**config.mk**
```make
export PLATFORM = sky130hd
export DESIGN_NAME = fb_rect_fill
export DESIGN_NICKNAME = d
export VERILOG_FILES = /design/src/rtl/fb_pkg.sv /design/src/rtl/fb_rect_clip.sv /design/src/rtl/fb_rect_fill.sv
export SDC_FILE = /design/constraint.sdc
export NUM_CORES = 1
export LEC_CHECK = 0
export ABC_CLOCK_PERIOD_IN_PS = 3490
export BUFFER_PORTS_ARGS = -buffer_cell sky130_fd_sc_hd__buf_2
export CAP_MARGIN = 0
export CORE_AREA = 2 2 150 123
export DETAILED_ROUTE_END_ITERATION = 16
export DIE_AREA = 0 0 152 125
export HOLD_SLACK_MARGIN = 0.06
export PLACE_DENSITY = 0.77
export SETUP_SLACK_MARGIN = 0.15
export SLEW_MARGIN = 20
export SYNTH_ARGS = -nofsm -noshare
export SYNTH_HDL_FRONTEND = slang
export SYNTH_HIERARCHICAL = 1
export SYNTH_SLANG_ARGS = --single-unit
```
**constraint.sdc**
```tcl
create_clock -name CLOCK_50 -period 3.49 [get_ports CLOCK_50]
set_input_delay 1.047 -clock CLOCK_50 [delete_from_list [all_inputs] [get_ports CLOCK_50]]
set_output_delay 1.047 -clock CLOCK_50 [all_outputs]
set_load 0.05 [all_outputs]
```
**src/rtl/fb_pkg.sv**
```systemverilog
// Framebuffer geometry and pixel/address types shared by the fill and scan-out blocks.
package fb_pkg;

  localparam int unsigned FB_W     = 280;
  localparam int unsigned FB_H     = 192;
  localparam int unsigned FB_WORDS = FB_W * FB_H;

  // {R[23:16], G[15:8], B[7:0]}
  typedef logic [23:0] pixel_t;
  typedef logic [15:0] fb_addr_t;

endpackage

```
**src/rtl/fb_rect_clip.sv**
```systemverilog
// Combinational rectangle clipping: clipped extents, start address and empty detection.
module fb_rect_clip #(
  parameter int unsigned FB_W = fb_pkg::FB_W,
  parameter int unsigned FB_H = fb_pkg::FB_H
) (
  input  logic [8:0]       x,
  input  logic [7:0]       y,
  input  logic [8:0]       w,
  input  logic [7:0]       h,
  output logic [8:0]       cw,
  output logic [7:0]       ch,
  output fb_pkg::fb_addr_t start_adr,
  output logic             empty
);
  import fb_pkg::*;

  localparam logic [9:0] FbW10 = 10'(FB_W);
  localparam logic [9:0] FbH10 = 10'(FB_H);

  logic [9:0] x10, y10, w10, h10;
  logic [9:0] room_x, room_y;
  logic       x_out, y_out;

  // Clip against the right and bottom edges; 10-bit math so the remaining room never wraps.
  always_comb begin
    x10    = {1'b0, x};
    y10    = {2'b00, y};
    w10    = {1'b0, w};
    h10    = {2'b00, h};
    x_out  = (x10 >= FbW10);
    y_out  = (y10 >= FbH10);
    room_x = x_out ? 10'd0 : (FbW10 - x10);
    room_y = y_out ? 10'd0 : (FbH10 - y10);
    empty  = x_out || y_out || (w == '0) || (h == '0);
    // The min never exceeds w or h, so narrowing back is lossless.
    cw     = (w10 < room_x) ? w : room_x[8:0];
    ch     = (h10 < room_y) ? h : room_y[7:0];
    // Only meaningful when not empty; the single multiply lives here, never in FILL.
    start_adr = fb_addr_t'(y) * fb_addr_t'(FB_W) + fb_addr_t'(x);
  end

endmodule

```
**src/rtl/fb_rect_fill.sv**
```systemverilog
// Rectangle fill engine: accepts a command, clips it, then writes one pixel per cycle.
module fb_rect_fill #(
  parameter int unsigned FB_W = fb_pkg::FB_W,
  parameter int unsigned FB_H = fb_pkg::FB_H
) (
  input  logic        CLOCK_50,
  input  logic        reset,
  input  logic        cmd_valid,
  output logic        cmd_ready,
  input  logic [8:0]  cmd_x,
  input  logic [7:0]  cmd_y,
  input  logic [8:0]  cmd_w,
  input  logic [7:0]  cmd_h,
  input  logic [23:0] cmd_color,
  output logic [15:0] fb_wadr,
  output logic [23:0] fb_d,
  output logic        fb_we,
  output logic        busy,
  output logic        done
);
  import fb_pkg::*;

  typedef enum logic [1:0] {StIdle, StClip, StFill} state_e;

  state_e     state_q;
  logic [8:0] x_q, w_q, cw_q, col_q;
  logic [7:0] y_q, h_q, ch_q, row_q;
  pixel_t     color_q;
  fb_addr_t   row_base_q;

  logic [8:0] clip_cw;
  logic [7:0] clip_ch;
  fb_addr_t   clip_start;
  logic       clip_empty;
  logic       last_col, last_row;

  fb_rect_clip #(
    .FB_W(FB_W),
    .FB_H(FB_H)
  ) u_clip (
    .x        (x_q),
    .y        (y_q),
    .w        (w_q),
    .h        (h_q),
    .cw       (clip_cw),
    .ch       (clip_ch),
    .start_adr(clip_start),
    .empty    (clip_empty)
  );

  assign cmd_ready = (state_q == StIdle);
  assign busy      = (state_q != StIdle);
  assign last_col  = (col_q == cw_q - 9'd1);
  assign last_row  = (row_q == ch_q - 8'd1);

  // Control FSM with registered write port and done pulse.
  always_ff @(posedge CLOCK_50) begin
    if (reset) begin
      state_q    <= StIdle;
      x_q        <= '0;
      y_q        <= '0;
      w_q        <= '0;
      h_q        <= '0;
      color_q    <= '0;
      cw_q       <= '0;
      ch_q       <= '0;
      col_q      <= '0;
      row_q      <= '0;
      row_base_q <= '0;
      fb_wadr    <= '0;
      fb_d       <= '0;
      fb_we      <= 1'b0;
      done       <= 1'b0;
    end else begin
      done <= 1'b0;
      unique case (state_q)
        StIdle: begin
          if (cmd_valid) begin
            x_q     <= cmd_x;
            y_q     <= cmd_y;
            w_q     <= cmd_w;
            h_q     <= cmd_h;
            color_q <= cmd_color;
            state_q <= StClip;
          end
        end
        StClip: begin
          if (clip_empty) begin
            done    <= 1'b1;
            state_q <= StIdle;
          end else begin
            cw_q       <= clip_cw;
            ch_q       <= clip_ch;
            col_q      <= '0;
            row_q      <= '0;
            row_base_q <= clip_start;
            fb_wadr    <= clip_start;
            fb_d       <= color_q;
            fb_we      <= 1'b1;
            state_q    <= StFill;
          end
        end
        StFill: begin
          if (last_col) begin
            if (last_row) begin
              fb_we   <= 1'b0;
              done    <= 1'b1;
              state_q <= StIdle;
            end else begin
              col_q      <= '0;
              row_q      <= row_q + 8'd1;
              row_base_q <= row_base_q + fb_addr_t'(FB_W);
              fb_wadr    <= row_base_q + fb_addr_t'(FB_W);
            end
          end else begin
            col_q   <= col_q + 9'd1;
            fb_wadr <= fb_wadr + 16'd1;
          end
        end
        default: state_q <= StIdle;
      endcase
    end
  end

endmodule
```
# After elaboration in Yosys (flattened, before gate mapping)
# Cells that the tools add are included.
# Widths: inputs -> output; s select.
[word_totals]
regBits = 152
latch_bits = 0
ram_bits = 0
rom_bits = 0
input_bits = 61
output_inout_bits = 44
word_cells = 85
memories = 0
[op_classes]
add_sub_neg = 9
multipliers = 1
div = 0
order_cmp = 4
eq_ne = 10
shift = 0
muxes = 31
n_bitwise = 1
n_reduce_logical = 14
[op_table]
columns = ["operator", "n"]
rows = [
  ["$mux 16", 4],
  ["$pmux 16 s2", 2],
  ["$mux 9", 4],
  ["$mux 8", 4],
  ["$mux 10", 2],
  ["$pmux 9 s2", 1],
  ["$add 16x1->16 const B", 1],
  ["$add 16x9->16", 1],
  ["$add 16x9->16 const B", 1],
  ["$pmux 8 s2", 1],
  ["$mul 8x6->13 const B", 1],
  ["$lt 8x10->1", 1],
  ["$lt 9x10->1", 1],
  ["$ne 2x2->1 const B", 5],
  ["$sub 9x9->10 const A", 1],
  ["$add 9x1->9 const B", 1],
  ["$eq 9x9->1", 1],
  ["$ge 9x9->1 const B", 1],
  ["$logic_not 9->1", 1],
  ["$sub 8x8->9 const A", 1],
  ["$sub 9x1->9 const B", 1],
  ["$add 8x1->8 const B", 1],
  ["$eq 8x8->1", 1],
  ["$ge 8x8->1 const B", 1],
  ["16 further kinds", 31],
]

# Depth between registers and ports, before layout
# Gate-level depths: netlist (run 1).
[logic_depth]
word_depth = 6
mapped_depth = 18
depth_no_buf = 18

# By module
# The synthesis (run 1) kept the hierarchy.
[by_module_without_submodules]
columns = ["module", "instances", "cells_each", "area_per_inst_um2", "seq_area_each_um2"]
rows = [
  ["fb_rect_fill", 1, 920, 7245.7, 3042.9],
  ["fb_rect_clip", 1, 264, 2082.0, 0.0],
]

# Worst setup path before layout (run 1)
# No wires, ideal clock.
[synth_timing]
kind = "reg-to-reg"
from = "register y_q[6]"
to = "register fb_wadr[15]"
setup_time_ns = 0.140
arrival_time_ns = 3.703
required_ns = 3.350
path_slack_ns = -0.354
path_stages_with_launch = 16
path_buffers = 0
period_less_slack_ns = 3.844
cell_sequence = "dfxtp_1 -> ha_1 -> ha_1 -> inv_1 -> fa_1 -> inv_1 -> ha_1 -> and3_1 -> a2111oi_2 -> xnor2_1 -> nor4b_1 -> nand3b_1 -> xnor2_1 -> nor2b_1 -> nor3_1 -> a211oi_2"
[synth_via]
word_cells_on_any_way = 10
classes_between = "1 x add/sub; 1 x mul; 1 x order compare; 1 x eq/ne; 2 x mux; 4 x reduce/logical"
[synth_rtl]
columns = ["item", "line", "rtl"]
rows = [
  ["start, declared", "fb_rect_fill.sv:27", "logic [7:0] y_q, h_q, ch_q, row_q;"],
  ["start signal, assigned", "fb_rect_fill.sv:80", "y_q <= cmd_y;"],
  ["$mul 8x6->13", "fb_rect_clip.sv:39", "start_adr = fb_addr_t'(y) * fb_addr_t'(FB_W) + fb_addr_t'(x);"],
  ["$add 16x9->16", "fb_rect_clip.sv:39", ""],
  ["named net clip_start[15]", "fb_rect_fill.sv:33", "fb_addr_t clip_start;"],
  ["$mux 16", "fb_rect_fill.sv:88", "if (clip_empty) begin"],
  ["$pmux 16 s2", "fb_rect_fill.sv:76", "unique case (state_q)"],
  ["end signal, assigned", "fb_rect_fill.sv:97", "fb_wadr <= clip_start;"],
  ["end signal, assigned", "fb_rect_fill.sv:113", "fb_wadr <= row_base_q + fb_addr_t'(FB_W);"],
  ["end signal, assigned", "fb_rect_fill.sv:117", "fb_wadr <= fb_wadr + 16'd1;"],
  ["end, declared", "fb_rect_fill.sv:15", "output logic [15:0] fb_wadr,"],
]
# The timed path passes the listed nets, and every way through them passes these cells. The select of a mux whose other input is x is not followed.
# A chain may end at the register's enable or synchronous reset.

# Worst setup path after layout (run 1)
[layout_timing]
from = "register y_q[4]"
to = "register fb_wadr[14]"
# The elaborated chain is that of the path after synthesis.

==> qor.yml, run 1 <==
timing:
  setup_slack_ns: -0.07507
  tightestPinTransition_ns: 0.8006
  hold_viol: 0
  finalCritPeriodShare: 1.022
  period_needed_ns: 3.565
  rsz0062_at_grt: "true"
  slew_violations: 0
  finClkSkew_ns: 0.009846
  relSlewSlack: 0.4663
  max_freq_mhz: 280.5
  hold_slack_ns: 0.4501
  setup_viol: 4
setup_path:
  path_buf_inv: 2
  crit_arrival_ns: 3.91
  worstRegToRegCells: 15
  r2r_slack_ns: -0.08
  cpPeakStageDelay_ns: 0.55
  cp_top_family: "adder cells"
  end_kind: "register"
  r2r-start: "y_q[4]"
  crit_top_cell: "ha_1"
  path_depth: 15
  path_cells: "inv_2 > ha_1 > ha_1 > fa_1 > ha_4 > and3_4 > a2111oi_4 > xnor2_2 > nand4b_1 > nor3_2 > xor2_1 > buf_4 > a21oi_2 > o2bb2ai_1 > o22ai_1"
  reg2reg_to: "fb_wadr[14]"
  path_class: "reg2reg"
  slowest_stage: "fa_1"
  required_ns: 3.84
  path_max_fanout: 4
  worst_setup_path_start_kind: "register"
floorplanning:
  coreArea_um2: 17670
  die_h_um: 125
  floorplan.rows: 44
  die_x_um: 152
  start_util: 0.5278
  ios: 105
  die_area_um2: 19000
yosys:
  synth_area_um2: 9328
  synth_top_cells_by_count: "nand2_1 (255), a21oi_1 (153), dfxtp_1 (152)"
  synth_top_cell_by_area: "dfxtp_1"
  yosysMostFrequentCell: "nand2_1"
  synthTopCellsByArea: "dfxtp_1 (33%), nand2_1 (10%), a21oi_1 (8.2%)"
  synth_top_family_by_area: "simple AND/OR/NAND/NOR gates"
  synth_flop_cell: "dfxtp_1"
  async_flop_share: 0
  syn_inst: 1184
  ys_warn_count: 6
  synth-seq-area-share: 0.3262
  synthDominantCellAreaShare: 0.3262
  synth_compound_area_frac: 0.2225
  synth_nets: 1311
  synthAdderAreaFrac: 0.09256
  synth_area_per_cell_um2: 7.878
  synth_edf_count: 0
  synth.distinct_cells: 77
  synth_xor_area_frac: 0.06009
  synth_simple_gate_area_share: 0.2231
  yosys_register_bits: 152
  synthMuxAreaShare: 0.02307
pwr:
  switchingPower_uw: 1824
  power_frac_seq: 0.363
  power_leakage_uw: 0.004589
  power.share.clock: 0.350
  internal_power_uw: 3651
  peakVddDrop_mv: 0.2797
  powerDensity_nw_per_um2: 483.5
  sw_frac_of_total: 0.3331
  comb_power_share: 0.287
cts:
  numClockSinks: 152
  cts_tree: "done"
  clock_path_buffers: 2
  insertion_delay_ns: 0.42
  numCtsBuffers: 17
  clk_pin_slew_ns: 0.06
  cts-root-buf: "clkbuf_16"
  htreeDepth: 4
final_layout:
  register_area_um2: 3053
  nFillCells: 1467
  antenna_cells: 0
  drive_above_1_share: 0.2227
  multiInputGateArea_um2: 6120
  nets: 1434
  area_growth_pct: 21.40
routing:
  route.met3.wl_um: 1980
  wl_per_cell_um: 16.66
  met2RoutedLength_um: 11830
  drtPass1Iterations: 6
  drt_iter0_markers: 910
  wl_met1_um: 11570
  vias_per_cell: 5.839
  wl_um: 25830
  vias: 9051
  ant_nets: 0
  dr.max_layer_used: "met4"
  drc_errors: 0
worst_hold_path:
  hp-start: "fb_d[19]"
  min_to: "fb_d[19]"
  hold_path_depth: 2
  hp-class: "reg2reg"
placed_design:
  hpwl_um: 18360
  place_ws_ns: -0.09074
  portBuffers: 104
  place_congestion: 0.9411
run_status:
  status: "finished with violations"
  violations: "setup timing"
global_routing:
  grt_pass1_vias: 8385
  overflow: 0
  grt_pass1_wl_um: 41920
  antenna_found_initial: 0
  grtUsageTotal: 0.2664
  grt_max_degree: 81
job:
  cap_violations: 0
worst register-to-register path: cells and delay by family (launching register included):
| kind | cells | cell delay [ns] |
|---|---|---|
| buffers and inverters | 2 | 0.20 |
| xor gates and xnor gates | 2 | 0.40 |
| DFF | 1 | 0.33 |
| AOI/OAI and AO/OA | 4 | 0.71 |
| adders and majority gates | 4 | 1.28 |
| and+or+nand+nor | 3 | 0.58 |
cell usage in the layout, fill, tap and decap left out, drive strengths merged, types with 27 or more instances in the layout:
| master | Yosys | routed |
|---|---|---|
| a21oi | 154 | 154 |
| buf | 18 | 174 |
| dfxtp | 152 | 152 |
| ha | 61 | 61 |
| inv | 49 | 51 |
| nand2 | 255 | 255 |
| nand3 | 30 | 30 |
| nor2 | 27 | 27 |
| o21ai | 53 | 53 |
| xnor2 | 43 | 43 |
worst max-delay path by stage:
| stage | startpoint | end | slack [ns] |
|---|---|---|---|
| global placement | y_q[6] | fb_wadr[15] | 0.02 |
| global route | y_q[6] | fb_wadr[14] | -0.26 |
| floorplan | y_q[5] | fb_wadr[15] | 0.11 |
| finish | y_q[4] | fb_wadr[14] | -0.08 |
| CTS | y_q[7] | fb_wadr[12] | -0.03 |
| detailed placement | y_q[6] | fb_wadr[15] | -0.09 |
state kept, by name, indices dropped and copies added (netlist names):
register	flops
fb_we	1
col_q	9
y_q	8
h_q	8
state_q	2
fb_wadr	16
row_base_q	16
row_q	8
ch_q	8
color_q	24
fb_d	24
cw_q	9
x_q	9
w_q	9
done	1
cell type report:
type,instances,share of cell area
Multi-Input combinational cell,912,0.5404
Sequential cell,152,0.2696
Clock inverter,11,0.01271
Clock buffer,21,0.04155
Timing Repair Buffer,174,0.09370
Tap cell,230,0.02541
Inverter,50,0.01657
layer usage:
layer	up-vias	global-route usage
met5	-	0
met2	371	0.4261
met4	0	0.07367
li1	4418	-
met3	32	0.05962
met1	4230	0.3647
per-stage QoR:
| stage | TNS [ns] | util | instance area, um^2 | total power (uW) | std cells |
|---|---|---|---|---|---|
| detailed placement | -0.3172 | 0.5908 | 10440 | 3472 | 1509 |
| global placement | 0 | 0.5908 | 10440 | 3444 | 1509 |
| finish | -0.2066 | 0.6408 | 11320 | 5475 | 1550 |
| global route | -1.211 | 0.6408 | 11320 | 5724 | 1550 |
| CTS | -0.09148 | 0.6289 | 11110 | 5405 | 1542 |
| floorplan | 0 | - | 9455 | 3033 | 1184 |
repair_timing:
item	4_1_cts	5_1_grt
buffers inserted	1	8
hold buffers	0	0
gates resized for setup	13	27
setup endpoints to repair	12	39
pin swaps	12	23
power by group through the flow:
| stage | logic [uW] | registers (uW) | clock network, uW |
|---|---|---|---|
| floorplan | 927 | 2110 | 0 |
| global placement | 1430 | 2010 | 0 |
| detailed placement | 1450 | 2020 | 0 |
| CTS | 1490 | 1980 | 1930 |
| global route | 1700 | 2000 | 2030 |
| finish | 1570 | 1990 | 1920 |
logic make-up after synthesis:
family	after synthesis
AOI/OAI and AO/OA	324
xor gates and xnor gates	64
adders and majority gates	66
buffers and inverters	120
DFF	152
muxes	21
and+or+nand+nor	437
(Power assumes the default switching activity.)
==> inputs of run 2 (changes only) <==
--- a/config.mk
+++ b/config.mk
@@ -13,7 +13,7 @@
 export DIE_AREA = 0 0 152 125
 export HOLD_SLACK_MARGIN = 0.06
 export PLACE_DENSITY = 0.77
-export SETUP_SLACK_MARGIN = 0.15
+export SETUP_SLACK_MARGIN = 0.02
 export SLEW_MARGIN = 20
 export SYNTH_ARGS = -nofsm -noshare
 export SYNTH_HDL_FRONTEND = slang
==> run 2 against run 1 <==
- the flow still finishes with violations (setup timing)
- via count about the same
- cell area shrank 0.67%
- sequential share of layout area rose by 0.17 points
- worst hold slack hardly changed
- critical path type unchanged
- highest routed layer unchanged
==> qor.yml, run 2 (synthesized netlist as in run 1, its figures left out) <==
timing:
  tightestPinTransition_ns: 0.7697  # was 0.8006 ns
  hold_slack_ns: 0.4498  # was 0.4501 ns
  rsz0062_at_grt: "true"  # unchanged
  max_freq_mhz: 282.9  # was 280.5 MHz
  slew_violations: 0  # unchanged
  relSlewSlack: 0.4869  # was 0.4663
  finalCritPeriodShare: 1.013  # was 1.022
  period_needed_ns: 3.535  # was 3.565 ns
  finClkSkew_ns: 0.01395  # was 0.009846 ns
  hold_viol: 0  # unchanged
  setup_viol: 2  # was 4
  setup_slack_ns: -0.04454  # was -0.07507 ns
pwr:
  peakVddDrop_mv: 0.3209  # was 0.2797 mV
  power_leakage_uw: 0.004519  # was 0.004589 uW
  powerDensity_nw_per_um2: 482.2  # was 483.5 nW/um^2
  power_uw: 5423  # was 5475 uW
run_status:
  violations: "setup timing"  # unchanged
  status: "finished with violations"  # unchanged
global_routing:
  antenna_found_initial: 0  # unchanged
  grtUsageTotal: 0.2623  # was 0.2664
  grt_pass1_wl_um: 41480  # was 41920 um
  grt_max_degree: 79  # was 81
  overflow: 0  # unchanged
  grt_pass1_vias: 8389  # was 8385
routing:
  vias: 9059  # was 9051
  wl_um: 25630  # was 25830 um
  drc_errors: 0  # unchanged
  vias_per_cell: 5.875  # was 5.839
  drt_iter0_markers: 788  # was 910
  drtPass1Iterations: 5  # was 6
  ant_nets: 0  # unchanged
  wl_per_cell_um: 16.62  # was 16.66 um
cts:
  insertion_delay_ns: 0.43  # was 0.42 ns
  numClockSinks: 152  # unchanged
  cts_tree: "done"  # unchanged
  cts-root-buf: "clkbuf_16"  # unchanged
  htreeDepth: 4  # unchanged
  clk_pin_slew_ns: 0.06  # about the same
  numCtsBuffers: 17  # unchanged
  clock_path_buffers: 2  # unchanged
final_layout:
  final_common_cell: "nand2_1"  # unchanged
  nFillCells: 1523  # was 1467
  area_growth_pct: 20.58  # was 21.40%
  layout_common_cells: "nand2_1 (253), a21oi_1 (150), dfxtp_1 (147)"  # was nand2_1 (252), a21oi_1 (149), dfxtp_1 (146)
  drive_above_1_share: 0.2111  # was 0.2227
  final_cells: 1542  # was 1550
  antenna_cells: 0  # unchanged
  top_regs: "color_q x24, fb_d x24"  # unchanged
  nets: 1426  # was 1434
setup_path:
  path_cells: "ha_4 > ha_4 > inv_2 > fa_1 > inv_2 > ha_4 > and3_4 > a2111oi_4 > xnor2_2 > nor4b_4 > nand3b_1 > xnor2_2 > nor2b_4 > nor3_2 > a211oi_2"  # was inv_2 > ha_1 > ha_1 > fa_1 > ha_4 > and3_4 > a2111oi_4 > xnor2_2 > nand4b_1 > nor3_2 > xor2_1 > buf_4 > a21oi_2 > o2bb2ai_1 > o22ai_1
  cpPeakStageDelay_ns: 0.49  # was 0.55 ns
  end_kind: "register"  # unchanged
  worst_setup_path_start_kind: "register"  # unchanged
  crit_top_cell: "ha_4"  # was ha_1
  slowest_stage: "fa_1"  # unchanged
  path_class: "reg2reg"  # unchanged
  required_ns: 3.78  # was 3.84 ns
  path_max_fanout: 6  # was 4
  crit_arrival_ns: 3.83  # was 3.91 ns
placed_design:
  dp_cells: 1508  # was 1509
  portBuffers: 104  # unchanged
  place_congestion: 0.9708  # was 0.9411
  hpwl_um: 18380  # was 18360 um
floorplanning:
  ios: 105  # unchanged
  start_util: 0.5278  # unchanged
  coreArea_um2: 17670  # unchanged
  die_x_um: 152  # unchanged
  die_h_um: 125  # unchanged
  floorplan.rows: 44  # unchanged
  die_area_um2: 19000  # unchanged
job:
  cap_violations: 0  # unchanged
worst_hold_path:
  hp-class: "reg2reg"  # unchanged
==> run 2: changes by cell type in the layout (fill, tap and decap cells not counted), moves of 2 or more <==
cell / change
clkinvlp_4: +2
nand3_1: +2
nor2_1: -2
xnor2_2: -2
nor2_2: +2
a211oi_2: -2
a211oi_1: +2
clkbuf_1: +2
clkbuf_8: -2
buf_4: -9
nand3_2: -2
==> run 2: routing by layer <==
layer,GRT usage,up-vias,part of all wire
li1,-,4404,-
met1,0.3664,4245,0.45
met2,0.4139,375,0.46
met3,0.05927,35,0.076
met4,0.06432,0,0.014
met5,0,-,0
==> run 2: worst paths after layout <==
path / start / to / slack, ns / cells after the start
min: color_q[19] / fb_d[19] / 0.45 / 2
min reg2reg: color_q[19] / fb_d[19] / 0.45 / 2
max reg2reg: y_q[6] / fb_wadr[15] / -0.04 / 15
max: y_q[6] / fb_wadr[15] / -0.04 / 15
==> run 2: area by class of cell <==
type / count / area, um^2 / area share
flip-flops and latches: 152 / 3052 / 0.2713
multi-input cells: 912 / 6108 / 0.5431
clock inverters: 11 / 147.6 / 0.01313
repair buffers: 166 / 1013 / 0.09011
well taps: 230 / 287.8 / 0.02559
clock buffers: 21 / 450.4 / 0.04005
inverters: 50 / 187.7 / 0.01669
==> run 2: critical path, delay by kind of cell (launching register included) <==
kind	cells	cell delay (ns)
XOR/XNOR	2	0.35
adder cells (fa/ha/maj)	4	1.20
buffers and inverters	2	0.08
AO/OA/AOI/OAI	2	0.51
flip-flops	1	0.36
AND/OR/NAND/NOR	5	0.90
==> run 2: per-stage QoR <==
stage | area [um^2] | util | setup WS [ns] | TNS [ns]
finish | 11250 | 0.6364 | -0.04454 | -0.05548
global route | 11250 | 0.6364 | -0.1410 | -0.6686
CTS | 11120 | 0.6291 | -0.02357 | -0.02357
detailed placement | 10390 | 0.5878 | -0.1355 | -0.5044
global placement | 10390 | 0.5878 | -0.04178 | -0.04517
floorplan | 9397 | - | 0.02189 | 0
==> run 2: timing repair <==
item	4_1_cts	5_1_grt
cloned	0	0
hold buffers	0	0
pin swaps	18	20
setup buffers	1	1
gates resized for setup	21	27
setup endpoints to repair	9	19
==> run 2: report_power, final <==
group / internal, uW / total, uW / switching (uW)
sequential: 1850 / 1990 / 135
combinational: 607 / 1550 / 939
clock: 1140 / 1890 / 747
==> inputs of run 3 (changes only) <==
--- a/config.mk
+++ b/config.mk
@@ -8,11 +8,13 @@
 export ABC_CLOCK_PERIOD_IN_PS = 3490
 export BUFFER_PORTS_ARGS = -buffer_cell sky130_fd_sc_hd__buf_2
 export CAP_MARGIN = 0
-export CORE_AREA = 2 2 150 123
+export CELL_PAD_IN_SITES_DETAIL_PLACEMENT = 1
+export CELL_PAD_IN_SITES_GLOBAL_PLACEMENT = 2
+export CORE_AREA = 2 2 194 158
 export DETAILED_ROUTE_END_ITERATION = 16
-export DIE_AREA = 0 0 152 125
+export DIE_AREA = 0 0 196 160
 export HOLD_SLACK_MARGIN = 0.06
-export PLACE_DENSITY = 0.77
+export PLACE_DENSITY_LB_ADDON = 0.1
 export SETUP_SLACK_MARGIN = 0.02
 export SLEW_MARGIN = 20
 export SYNTH_ARGS = -nofsm -noshare
==> run 3 against run 2 <==
- the flow still finishes with violations (setup timing)
- combinational power rose by 7%
- sequential cell count unchanged
- worst hold slack got worse by 0.0011 ns
- cell count increased by 12%
- fmax grew 1.3%
- global-route usage decreased by 5.7 points
- wire length up 24%
- die area increased by 65%
- clock power grew 9%
- first-iteration DRC count shrank 37%
- critical path type unchanged
- critical endpoint is now fb_wadr[12]
- largest power group is now the clock network
==> qor.yml, run 3 (synthesized netlist as in run 1, its figures left out) <==
cts:
  cts-root-buf: "clkbuf_16"  # unchanged
  numClockSinks: 152  # unchanged
  clock_path_buffers: 2  # unchanged
  numCtsBuffers: 17  # unchanged
  clk_pin_slew_ns: 0.07  # was 0.06 ns
  insertion_delay_ns: 0.44  # was 0.43 ns
  cts_tree: "done"  # unchanged
  htreeDepth: 4  # unchanged
pwr:
  switchingPower_uw: 1933  # was 1821 uW
  power.share.clock: 0.361  # was 0.349
  sw_frac_of_total: 0.3390  # was 0.3358
  peakVddDrop_mv: 0.3852  # was 0.3209 mV
  power_frac_seq: 0.348  # was 0.366
  power_leakage_uw: 0.004682  # was 0.004519 uW
  powerDensity_nw_per_um2: 485.5  # was 482.2 nW/um^2
  comb_power_share: 0.291  # was 0.285
  internal_power_uw: 3768  # was 3602 uW
timing:
  max_freq_mhz: 286.5  # was 282.9 MHz
  setup_viol: 1  # was 2
  finalCritPeriodShare: 1.000  # was 1.013
  relSlewSlack: 0.4503  # was 0.4869
  slew_violations: 0  # unchanged
  rsz0062_at_grt: "true"  # unchanged
  hold_viol: 0  # unchanged
  setup_slack_ns: -0.0003033  # was -0.04454 ns
  finClkSkew_ns: 0.01546  # was 0.01395 ns
  period_needed_ns: 3.490  # was 3.535 ns
  tightestPinTransition_ns: 0.8216  # was 0.7697 ns
  hold_slack_ns: 0.4487  # was 0.4498 ns
floorplanning:
  ios: 105  # unchanged
  die_x_um: 196  # was 152 um
  die_h_um: 160  # was 125 um
  start_util: 0.3144  # was 0.5278
  die_area_um2: 31360  # was 19000 um^2
  coreArea_um2: 29670  # was 17670 um^2
  floorplan.rows: 57  # was 44
routing:
  drc_errors: 0  # unchanged
  ant_nets: 0  # unchanged
  vias: 8878  # was 9059
  wl_um: 31770  # was 25630 um
  vias_per_cell: 5.159  # was 5.875
  drtPass1Iterations: 5  # unchanged
  wl_per_cell_um: 18.46  # was 16.62 um
  drt_iter0_markers: 497  # was 788
final_layout:
  top_regs: "color_q x24, fb_d x24"  # unchanged
  nets: 1452  # was 1426
  drive_above_1_share: 0.2294  # was 0.2111
  final_common_cell: "nand2_1"  # unchanged
  antenna_cells: 0  # unchanged
  final_core_util: 0.3958  # was 0.6364
  layout_common_cells: "nand2_1 (253), a21oi_1 (151), dfxtp_1 (146)"  # was nand2_1 (253), a21oi_1 (150), dfxtp_1 (147)
  area_growth_pct: 25.90  # was 20.58%
run_status:
  violations: "setup timing"  # unchanged
  status: "finished with violations"  # unchanged
setup_path:
  cp-startpoint: "y_q[5]"  # was y_q[6]
  reg2reg_to: "fb_wadr[12]"  # was fb_wadr[15]
  path_max_fanout: 5  # was 6
  worstRegToRegCells: 15  # unchanged
  crit_end: "fb_wadr[12]"  # was fb_wadr[15]
  required_ns: 3.81  # was 3.78 ns
  worst_setup_path_start_kind: "register"  # unchanged
  r2r-start: "y_q[5]"  # was y_q[6]
  end_kind: "register"  # unchanged
  r2r_slack_ns: -0.0003  # was -0.04 ns
  crit_arrival_ns: 3.81  # was 3.83 ns
  path_class: "reg2reg"  # unchanged
placed_design:
  hpwl_um: 23130  # was 18380 um
  portBuffers: 104  # unchanged
  place_ws_ns: -0.2138  # was -0.1355 ns
  place_congestion: 0.8094  # was 0.9708
global_routing:
  grt.busiest_layer: "met2"  # unchanged
  use_met3: 0.03231  # was 0.05927
  use_met2: 0.3211  # was 0.4139
  antenna_found_initial: 0  # unchanged
  overflow: 0  # unchanged
  grt_pass1_vias: 9004  # was 8389
  met1_usage: 0.2989  # was 0.3664
  grtUsageTotal: 0.2056  # was 0.2623
  grt_max_degree: 84  # was 79
  grt_pass1_wl_um: 50870  # was 41480 um
job:
  cap_violations: 0  # unchanged
worst_hold_path:
  hp-class: "reg2reg"  # unchanged
## run 3: changes by cell type in the layout (fill, tap and decap cells not counted), sizes merged
cell	before	now
bufinv	3	4
clkbuf	21	22
buf	166	192
clkinv	4	3
clkinvlp	4	3
## run 3: per-layer routing
layer | vias to the layer above | share of wire
met1 | 4285 | 0.52
met3 | 14 | 0.030
met5 | - | 0
li1 | 4444 | -
met2 | 135 | 0.44
met4 | 0 | 0.0094
## run 3: power groups by stage
stage | sequential, uW | combinational, uW | clock, uW
after floorplan | 2100 | 919 | 0
after detailed placement | 2020 | 1580 | 0
after CTS | 1980 | 1640 | 2120
after global routing | 2000 | 1830 | 2190
after global placement | 2020 | 1570 | 0
final | 1980 | 1660 | 2060
## run 3: cell type report
type	count	area, um^2
sequential	152	3053
clock inverter	10	165.2
tap	383	479.2
timing repair buffer	192	1246
inverter	50	187.7
clock buffer	22	475.5
fill	3593	17920
multi-input combinational	912	6137
## run 3: timing repair
item | CTS | global route
buffers inserted | 2 | 3
endpoints found under the setup margin | 20 | 22
pin swaps | 22 | 12
gates resized for setup | 31 | 19
hold buffers | 0 | 0
## run 3: worst max-delay path: stages, from the launching register on
cell and delay, ns:
dfxtp_2 0.33, inv_2 0.06, ha_4 0.25, inv_2 0.04, ha_4 0.21, fa_1 0.56
ha_4 0.23, and3_4 0.18, a2111oi_4 0.35, xnor2_2 0.18, nand4b_1 0.18, buf_4 0.18
xor2_2 0.15, nor3b_2 0.17, a211oi_1 0.06, o221a_2 0.26
## run 3: worst min path at each step
stage                     slack, ns     startpoint             to  cells past startpoint
after floorplan                0.43  row_base_q[1]  row_base_q[1]                      2
after global placement         0.44    color_q[18]       fb_d[18]                      2
after detailed placement       0.45        fb_d[5]        fb_d[5]                      2
after CTS                      0.45    color_q[16]       fb_d[16]                      2
after global routing           0.47  row_base_q[1]  row_base_q[1]                      2
final                          0.45    color_q[16]       fb_d[16]                      2
## run 3: through the flow
| step | total power [uW] | TNS [ns] | area (um^2) | std cells |
|---|---|---|---|---|
| 5_1_grt | 6022 | -0.8971 | 11740 | 1721 |
| 6_report | 5702 | -0.0003033 | 11740 | 1721 |
| 4_1_cts | 5743 | -0.06675 | 11650 | 1718 |
| 2_1_floorplan | 3022 | 0 | 9397 | 1184 |
| 3_3_place_gp | 3586 | -0.3144 | 10800 | 1685 |
| 3_5_place_dp | 3600 | -1.176 | 10800 | 1685 |
